--- src/rtl/ps2_key_decoder.sv ---
// ps2_key_decoder: turns PS/2 set-2 scan bytes into 5-bit key-release command codes.
// Tracks the E0 (extended) and F0 (break) prefixes, translates each release via the
// normal or extended table and queues mapped codes in a first-word-fall-through FIFO.
// Optional build macro KEYDEC_TIMEOUT_EN: a stalled prefix sequence returns to IDLE
// after TIMEOUT_CYCLES clocks without a byte.
//
// state    | meaning
// ---------+-----------------------------------------------
// S_IDLE   | waiting for a prefix; plain bytes are makes
// S_EXT    | E0 seen, waiting for F0 or an extended make
// S_BRK    | F0 seen, next byte is the released key
// S_EXT_BRK| E0 F0 seen, next byte is the released ext key
module ps2_key_decoder #(
    parameter int FIFO_DEPTH     = 4,
    parameter int TIMEOUT_CYCLES = 200000
) (
    input  logic       clk,
    input  logic       reset,
    input  logic       rx_done_tick,
    input  logic [7:0] dout,
    input  logic       rd_en,
    output logic       key_valid,
    output logic [4:0] key_code,
    output logic       fifo_full,
    output logic       overflow
);

    localparam int PW = $clog2(FIFO_DEPTH);
    localparam int CW = PW + 1;

    typedef enum logic [1:0] {S_IDLE, S_EXT, S_BRK, S_EXT_BRK} state_t;

    // Reject parameter sets the pointer arithmetic and timeout compare cannot handle.
    if (FIFO_DEPTH < 2 || (FIFO_DEPTH & (FIFO_DEPTH - 1)) != 0 || TIMEOUT_CYCLES < 2) begin : g_param_check
        $error("ps2_key_decoder: FIFO_DEPTH must be a power of 2 >= 2, TIMEOUT_CYCLES >= 2");
    end

    // {hit, code}; hit=0 means the byte has no command mapping
    function automatic logic [5:0] map_normal(input logic [7:0] b);
        case (b)
            8'h45:   map_normal = {1'b1, 5'h00};
            8'h16:   map_normal = {1'b1, 5'h01};
            8'h1E:   map_normal = {1'b1, 5'h02};
            8'h26:   map_normal = {1'b1, 5'h03};
            8'h25:   map_normal = {1'b1, 5'h04};
            8'h2E:   map_normal = {1'b1, 5'h05};
            8'h36:   map_normal = {1'b1, 5'h06};
            8'h3D:   map_normal = {1'b1, 5'h07};
            8'h3E:   map_normal = {1'b1, 5'h08};
            8'h46:   map_normal = {1'b1, 5'h09};
            8'h5A:   map_normal = {1'b1, 5'h14};
            8'h76:   map_normal = {1'b1, 5'h15};
            8'h2B:   map_normal = {1'b1, 5'h16};
            default: map_normal = {1'b0, 5'h00};
        endcase
    endfunction

    function automatic logic [5:0] map_ext(input logic [7:0] b);
        case (b)
            8'h75:   map_ext = {1'b1, 5'h10};
            8'h72:   map_ext = {1'b1, 5'h11};
            8'h6B:   map_ext = {1'b1, 5'h12};
            8'h74:   map_ext = {1'b1, 5'h13};
            default: map_ext = {1'b0, 5'h00};
        endcase
    endfunction

    state_t          state_q, state_d;
    logic            push;
    logic [4:0]      push_code;
    logic [5:0]      lookup;

    logic [4:0]      mem_q [FIFO_DEPTH];
    logic [PW-1:0]   wr_ptr_q, rd_ptr_q;
    logic [CW-1:0]   count_q;
    logic            overflow_q;
    logic            do_push, do_pop;

`ifdef KEYDEC_TIMEOUT_EN
    localparam int TW = $clog2(TIMEOUT_CYCLES);
    logic [TW-1:0]   tmo_q;
    logic            tmo_hit;

    assign tmo_hit = (state_q != S_IDLE) && (tmo_q == TW'(TIMEOUT_CYCLES - 1));

    // Prefix timeout counter: idle in S_IDLE, restarted by every received byte.
    always_ff @(posedge clk) begin
        if (reset || rx_done_tick || state_q == S_IDLE || tmo_hit) tmo_q <= '0;
        else                                                        tmo_q <= tmo_q + TW'(1);
    end
`endif

    // Prefix FSM state register.
    always_ff @(posedge clk) begin
        if (reset) state_q <= S_IDLE;
        else       state_q <= state_d;
    end

    // Prefix FSM next state and table lookup of the released key.
    always_comb begin
        state_d   = state_q;
        push      = 1'b0;
        push_code = 5'h00;
        lookup    = 6'h00;
        if (rx_done_tick) begin
            case (state_q)
                S_IDLE: begin
                    if (dout == 8'hE0)      state_d = S_EXT;
                    else if (dout == 8'hF0) state_d = S_BRK;
                end
                S_EXT: begin
                    if (dout == 8'hF0) state_d = S_EXT_BRK;
                    else               state_d = S_IDLE;
                end
                S_BRK: begin
                    lookup    = map_normal(dout);
                    push      = lookup[5];
                    push_code = lookup[4:0];
                    state_d   = S_IDLE;
                end
                S_EXT_BRK: begin
                    lookup    = map_ext(dout);
                    push      = lookup[5];
                    push_code = lookup[4:0];
                    state_d   = S_IDLE;
                end
                default: state_d = S_IDLE;
            endcase
        end
`ifdef KEYDEC_TIMEOUT_EN
        else if (tmo_hit) begin
            state_d = S_IDLE;
        end
`endif
    end

    assign fifo_full = (count_q == CW'(FIFO_DEPTH));
    assign key_valid = (count_q != '0);
    assign do_pop    = rd_en && key_valid;
    // A pop in the same cycle frees the slot, so a full FIFO still accepts the push.
    assign do_push   = push && (!fifo_full || do_pop);
    assign key_code  = key_valid ? mem_q[rd_ptr_q] : 5'h00;
    assign overflow  = overflow_q;

    // Event storage and pointers; pointers wrap naturally at the power-of-2 depth.
    always_ff @(posedge clk) begin
        if (reset) begin
            for (int i = 0; i < FIFO_DEPTH; i++) mem_q[i] <= 5'h00;
            wr_ptr_q   <= '0;
            rd_ptr_q   <= '0;
            count_q    <= '0;
            overflow_q <= 1'b0;
        end else begin
            if (do_push) begin
                mem_q[wr_ptr_q] <= push_code;
                wr_ptr_q        <= wr_ptr_q + PW'(1);
            end
            if (do_pop) rd_ptr_q <= rd_ptr_q + PW'(1);
            case ({do_push, do_pop})
                2'b10:   count_q <= count_q + CW'(1);
                2'b01:   count_q <= count_q - CW'(1);
                default: count_q <= count_q;
            endcase
            if (push && !do_push) overflow_q <= 1'b1;
        end
    end

endmodule

--- config.mk ---
export PLATFORM = sky130hd
export DESIGN_NAME = ps2_key_decoder
export DESIGN_NICKNAME = d
export VERILOG_FILES = /design/src/rtl/ps2_key_decoder.sv
export SDC_FILE = /design/constraint.sdc
export NUM_CORES = 1
export LEC_CHECK = 0
export ABC_AREA = 1
export CAP_MARGIN = 20
export CORE_ASPECT_RATIO = 0.8
export CORE_UTILIZATION = 55
export CTS_CLUSTER_DIAMETER = 40
export DETAILED_ROUTE_END_ITERATION = 10
export MAX_ROUTING_LAYER = met4
export PLACE_DENSITY = 0.78
export SLEW_MARGIN = 10
export SYNTH_ARGS = -nofsm -noshare
export SYNTH_HDL_FRONTEND = slang
export SYNTH_SLANG_ARGS = --single-unit
--- constraint.sdc ---
create_clock -name clk -period 4.4 [get_ports clk]
set_input_delay 0.66 -clock clk [delete_from_list [all_inputs] [get_ports clk]]
set_output_delay 0.66 -clock clk [all_outputs]
set_load 0.03 [all_outputs]
=== Yosys cells after proc, flatten, opt, wreduce, memory -nomap -nowiden ===
Memory sizes are Yosys's and may differ from the RTL's. A register that Yosys moved wholly into a read port is not among the register bits.
Index checks and enable logic that the tools add are counted.
Widths: inputs -> output; s select.

* Memories kept: 1
* Memory bits (writable): 20
* Bits of input ports: 12
* Logic and storage cells: 70
* Output and inout bits: 8
* Register bits after elaboration: 10

{| class="wikitable"
|+ Memories
! memory !! words !! bits a word !! read ports !! clocked after memory_dff !! write ports !! line !! RTL
|-
| mem_q || 4 || 5 || 1 || 1 || 4 || 73 || <nowiki>logic [4:0] mem_q [FIFO_DEPTH];</nowiki>
|}

* Mux-type cells: 22
* Equal/unequal tests: 26
* Add/subtract/negate cells: 4
* Reduce and logical (&&, ||, !) cells: 12

{| class="wikitable"
|+ Operator list
! cell !! number
|-
| $pmux 6 s13 || 1
|-
| $eq 8x7->1 const B || 8
|-
| $eq 8x6->1 const B || 7
|-
| $pmux 6 s4 || 1
|-
| $eq 8x5->1 const B || 2
|-
| $eq 8x8->1 const B || 2
|-
| $mux 5 || 3
|-
| $mux 2 || 6
|-
| $pmux 5 s2 || 1
|-
| $mux 1 || 7
|-
| $eq 2x2->1 const B || 3
|-
| $pmux 2 s3 || 1
|-
| $pmux 3 s2 || 1
|-
| $reduce_or 5->1 || 1
|-
| $add 2x1->2 const B || 2
|-
| $eq 2x1->1 const B || 2
|-
| $add 3x1->3 const B || 1
|-
| $eq 3x3->1 const B || 1
|-
| $logic_and 1x1->1 || 3
|-
| $ne 3x3->1 const B || 1
|-
| $reduce_bool 3->1 || 1
|-
| $sub 3x1->3 const B || 1
|-
| $logic_not 1->1 || 2
|-
| $logic_not 2->1 || 1
|-
| other kinds (5) || 5
|}

=== Longest topological paths before layout ===
* Word-level depth: 10
* Depth in mapped cells: 17
* Mapped depth without buffers: 17

=== Worst setup path after synthesis ===
No wires, ideal clock.

* Kind: input port to flip-flop
* Start point: input dout[7]
* End point: register count_q[2]
* Stages: 16
* Data required time: 4.285 ns
* Library setup time: 0.115 ns
* Buffers on the path: 0
* Data arrival time: 2.185 ns
* Slack: 2.100 ns
* Cells stage by stage: inv_1 -> nand2_1 -> nor2_1 -> nand2_1 -> nand2_1 -> nor2_1 -> nand2_1 -> nand2_1 -> nand2_2 -> nand2_2 -> nand3_1 -> fa_1 -> inv_1 -> nand2_1 -> a21oi_1 -> nor2_1

* Word-level cells in the longest chain between the ends: 7
* Elaborated cells on any way between the ends: 26
* Classes of those cells: eq/ne (19); mux (5); reduce/logical (2)

{| class="wikitable"
|+ RTL lines
! what !! line !! RTL
|-
| start: declaration || 20 || <nowiki>input logic [7:0] dout,</nowiki>
|-
| $eq 8x6->1, or another cell as far along || 40 || <nowiki>case (b)</nowiki>
|-
| $pmux 6 s13 or $pmux 6 s4 (tied branches) || 40, 59 ||
|-
| $pmux 1 s2 (*) || 106 || <nowiki>case (state_q)</nowiki>
|-
| $mux 1 (*) || 105 || <nowiki>if (rx_done_tick) begin</nowiki>
|-
| $logic_and 1x1->1 (*) || 141 || <nowiki>assign do_push = push && (!fifo_full || do_pop);</nowiki>
|-
| $eq 2x1->1 or $eq 2x2->1 (tied branches) || 159 || <nowiki>case ({do_push, do_pop})</nowiki>
|-
| $pmux 3 s2 or $reduce_bool 2->1 (tied branches) || -- ||
|-
| end signal: assignment || 160 || <nowiki>2'b10: count_q <= count_q + CW'(1);</nowiki>
|-
| end signal: assignment || 161 || <nowiki>2'b01: count_q <= count_q - CW'(1);</nowiki>
|-
| end signal: assignment || 162 || <nowiki>default: count_q <= count_q;</nowiki>
|-
| end: declaration || 75 || <nowiki>logic [CW-1:0] count_q;</nowiki>
|}

Mark *: on every way between the ends. The rest lies on a longest branch, timed or not.
A chain may end at the register's enable or synchronous reset.

=== Worst setup path in the final report ===
* Start point: register count_q[2]
* End point: output key_code[1]

* Word-level cells in the longest chain between the ends: 2

{| class="wikitable"
|+ RTL lines
! what !! line !! RTL
|-
| $reduce_bool 3->1 || 138 || <nowiki>assign key_valid = (count_q != '0);</nowiki>
|-
| $mux 5 || 142 || <nowiki>assign key_code = key_valid ? mem_q[rd_ptr_q] : 5'h00;</nowiki>
|-
| end: declaration || 23 || <nowiki>output logic [4:0] key_code,</nowiki>
|}

Every way passes these cells.

==> run metrics <==
DP HPWL=around 3300 um; setup ws final=around 1.5 ns; Mapped Cells=258; CP delay by family, top=simple AND/OR/NAND/NOR gates; Cell Area, Synth=1930 sq um; Yosys reg bits=32; post-synthesis sequential area ratio=43.6%; DR WL/cell=13.2 um; fill count=between 200 and 300; Layout area overhead=16.9%; pwr dens=430 nW/um^2; Clock Sink Count=32; first-pass iteration count of the detailed router=5; WP data required=roughly 3.7 ns; crit path to=key_code[1]; row count=18; DRC viols=0; hold_buf cts=0; initial DRC count=approximately 140; Pleak=a little under 0.001 uW; Worst R2R Setup Slack=2.08 ns; Tmin final=2.86 ns; PortBufs=19; Vias per Instance=5.31; setup bufs post-CTS=0; TritonCTS Buffers=5; final setup vio count=0; die area=3750 sq um; WL final=between 4000 and 5000 um; Antenna Nets Post-Route=0; total grt overflow=0; # resized after CTS=0; Antenna Cells=0; CTS clock-pin slew for the worst setup and hold paths=roughly 0.07 ns; CP Launch Type=register; Die H=around 55 um; Rel. slew slack=approximately a third; Yosys cell types=30; Worst setup EP type=output port; clk buf depth=2; post-route setup TNS=0 ns; total chip power=approximately 970 uW; Hold Violations, Final=0; die width=approximately 68 um; RSZ-0062 raised after global routing=no; VDD IR max=0.000230 V; Final Max Tran Viols=0; H-tree lvl count=2; MaxCap Viol Count=0; CP max FO=7; WP buf/inv=1; WP depth=3; Synth Area per Inst=between 7 and 8 sq um; Hold WC Path Type=register to register; GR Util All Layers=27.2%; post-place setup slack=about 1.3 ns; vias in the first global route=roughly 1500; DR vias=1714; fin util=between 60% and 70%; status=completed; WHS=0.477 ns; Highest Clock Rate=~350 MHz; worst setup path startpoint=count_q[2]$_SDFFE_PP0P_; Worst Clk Skew=just under 0.006 ns; Worst R2R End=count_q[1]$_SDFFE_PP0P_; reg2reg start=count_q[2]$_SDFFE_PP0P_; fraction of layout instances using a drive strength above 1=around 11%; first-pass GRT wire length=about 6900 um; Yosys Warn Count=0; nets@finish=between 200 and 300; Placeable Area=around 3200 sq um; CP Cell Sequence=nor3_1 -> a21oi_1 -> clkdlybuf4s50_1; initial core utilization=59.9%; Worst Max-Slew Pin Slew=just under 1 ns; pin count of the biggest net entering global routing=13; R2R depth=5; final cycle utilization of the critical path=between 60% and 70%; clock latency on the worst-skew pair=just under 0.3 ns; CP arrival=~2.2 ns; Placer Congestion=0.864; root buffer cell=clkbuf_8; syn_nets=around 270; IO Count=20; classification of the worst setup path=register to output port; initial antenna violation count=0; CTS tree=done; Slowest cell on crit path=nor3_1; worst stage delay on the critical path=around 0.80 ns
==> area by class of cell <==
cell class	count	area [sq um]	share of cell area [%]
multi-input combinational	192	960	42.6
sequential	32	841	37.3
timing repair buffer	19	190	8.44
inverter	32	120	5.33
clock buffer	6	82.6	3.66
tap	40	50.0	2.22
clock inverter	2	10.0	0.444
==> Yosys cell counts <==
cell type | instances | area [sq um]
nor2_1 | 59 | 221
nand2_1 | 50 | 188
inv_1 | 30 | 113
edfxtp_1 | 20 | 601
o21ai_0 | 17 | 85.1
nand3_1 | 15 | 75.1
a21oi_1 | 13 | 65.1
dfxtp_1 | 12 | 240
nand2_2 | 10 | 62.6
nor3_1 | 4 | 20.0
nand3_4 | 3 | 52.6
nor2_4 | 3 | 33.8
clkbuf_1 | 2 | 7.51
inv_2 | 2 | 7.51
nand4_1 | 2 | 12.5
nor2_2 | 2 | 12.5
a2111oi_0 | 1 | 8.76
a211oi_1 | 1 | 7.51
a311oi_1 | 1 | 8.76
a31oi_1 | 1 | 6.26
and2_1 | 1 | 6.26
fa_1 | 1 | 20.0
nand2_4 | 1 | 11.3
nor2_8 | 1 | 20.0
nor3b_1 | 1 | 7.51
o21a_1 | 1 | 7.51
o21ai_1 | 1 | 5.00
o21ai_2 | 1 | 8.76
o31ai_1 | 1 | 7.51
or2_2 | 1 | 6.26
==> registers in the layout, indices dropped and copies added, names as in the netlist, named ones only <==
name / count
rd_ptr_q: 2
wr_ptr_q: 2
mem_q: 20
count_q: 3
overflow: 1
state_q: 2
==> how the worst min path moves through the flow <==
stage | start | end | slack [ns] | cells after the start
6_report | overflow$_SDFFE_PP0P_ | overflow$_SDFFE_PP0P_ | 0.48 | 1
5_1_grt | overflow$_SDFFE_PP0P_ | overflow$_SDFFE_PP0P_ | 0.50 | 1
4_1_cts | overflow$_SDFFE_PP0P_ | overflow$_SDFFE_PP0P_ | 0.48 | 1
3_5_place_dp | overflow$_SDFFE_PP0P_ | overflow$_SDFFE_PP0P_ | 0.46 | 1
3_3_place_gp | overflow$_SDFFE_PP0P_ | overflow$_SDFFE_PP0P_ | 0.45 | 1
2_1_floorplan | rd_ptr_q[1]$_SDFFE_PP0P_ | register | 0.44 | 2
==> power breakdown <==
group	switching [uW]	internal [uW]	total, uW
Sequential	31.4	347	379
Combinational	224	129	354
Clock	112	125	237
==> kinds of logic after synthesis <==
family	share of synthesized area (%)
buffers and inverters	6.62
AOI/OAI and AO/OA	10.9
and+or+nand+nor	37.8
DFF	43.6
adders and majority gates	1.04
==> per-stage QoR <==
stage	std cells	area (sq um)
2_1_floorplan	258	1930
3_3_place_gp	315	2160
3_5_place_dp	315	2160
4_1_cts	323	2250
5_1_grt	323	2250
6_report	323	2250
==> layer usage <==
layer | track usage (%) | part of all wire, % | wire [um] | up-vias
met1 | 37.9 | 50 | 2150 | 765
met4 | 5.21 | 0.96 | 41 | 0
li1 | - | - | - | 888
met2 | 38.7 | 41 | 1750 | 54
met3 | 8.81 | 7.4 | 316 | 7
met5 | - | 0 | 0 | -
==> layout by cell type, fill, tap and decap left out, types with 2 or more instances in the layout <==
cell type / synthesis / layout
nand3_4: 3 / 3
nor2_1: 59 / 59
clkbuf_8: 0 / 6
nand3_1: 15 / 15
clkdlybuf4s50_1: 0 / 19
o21ai_0: 17 / 17
nand2_2: 10 / 10
nor2_4: 3 / 3
inv_1: 30 / 30
nor3_1: 4 / 4
nand2_1: 50 / 50
inv_2: 2 / 2
clkinv_2: 0 / 2
edfxtp_1: 20 / 20
nor2_2: 2 / 2
nand4_1: 2 / 2
a21oi_1: 13 / 13
dfxtp_1: 12 / 12
(Power assumes the default switching activity.)
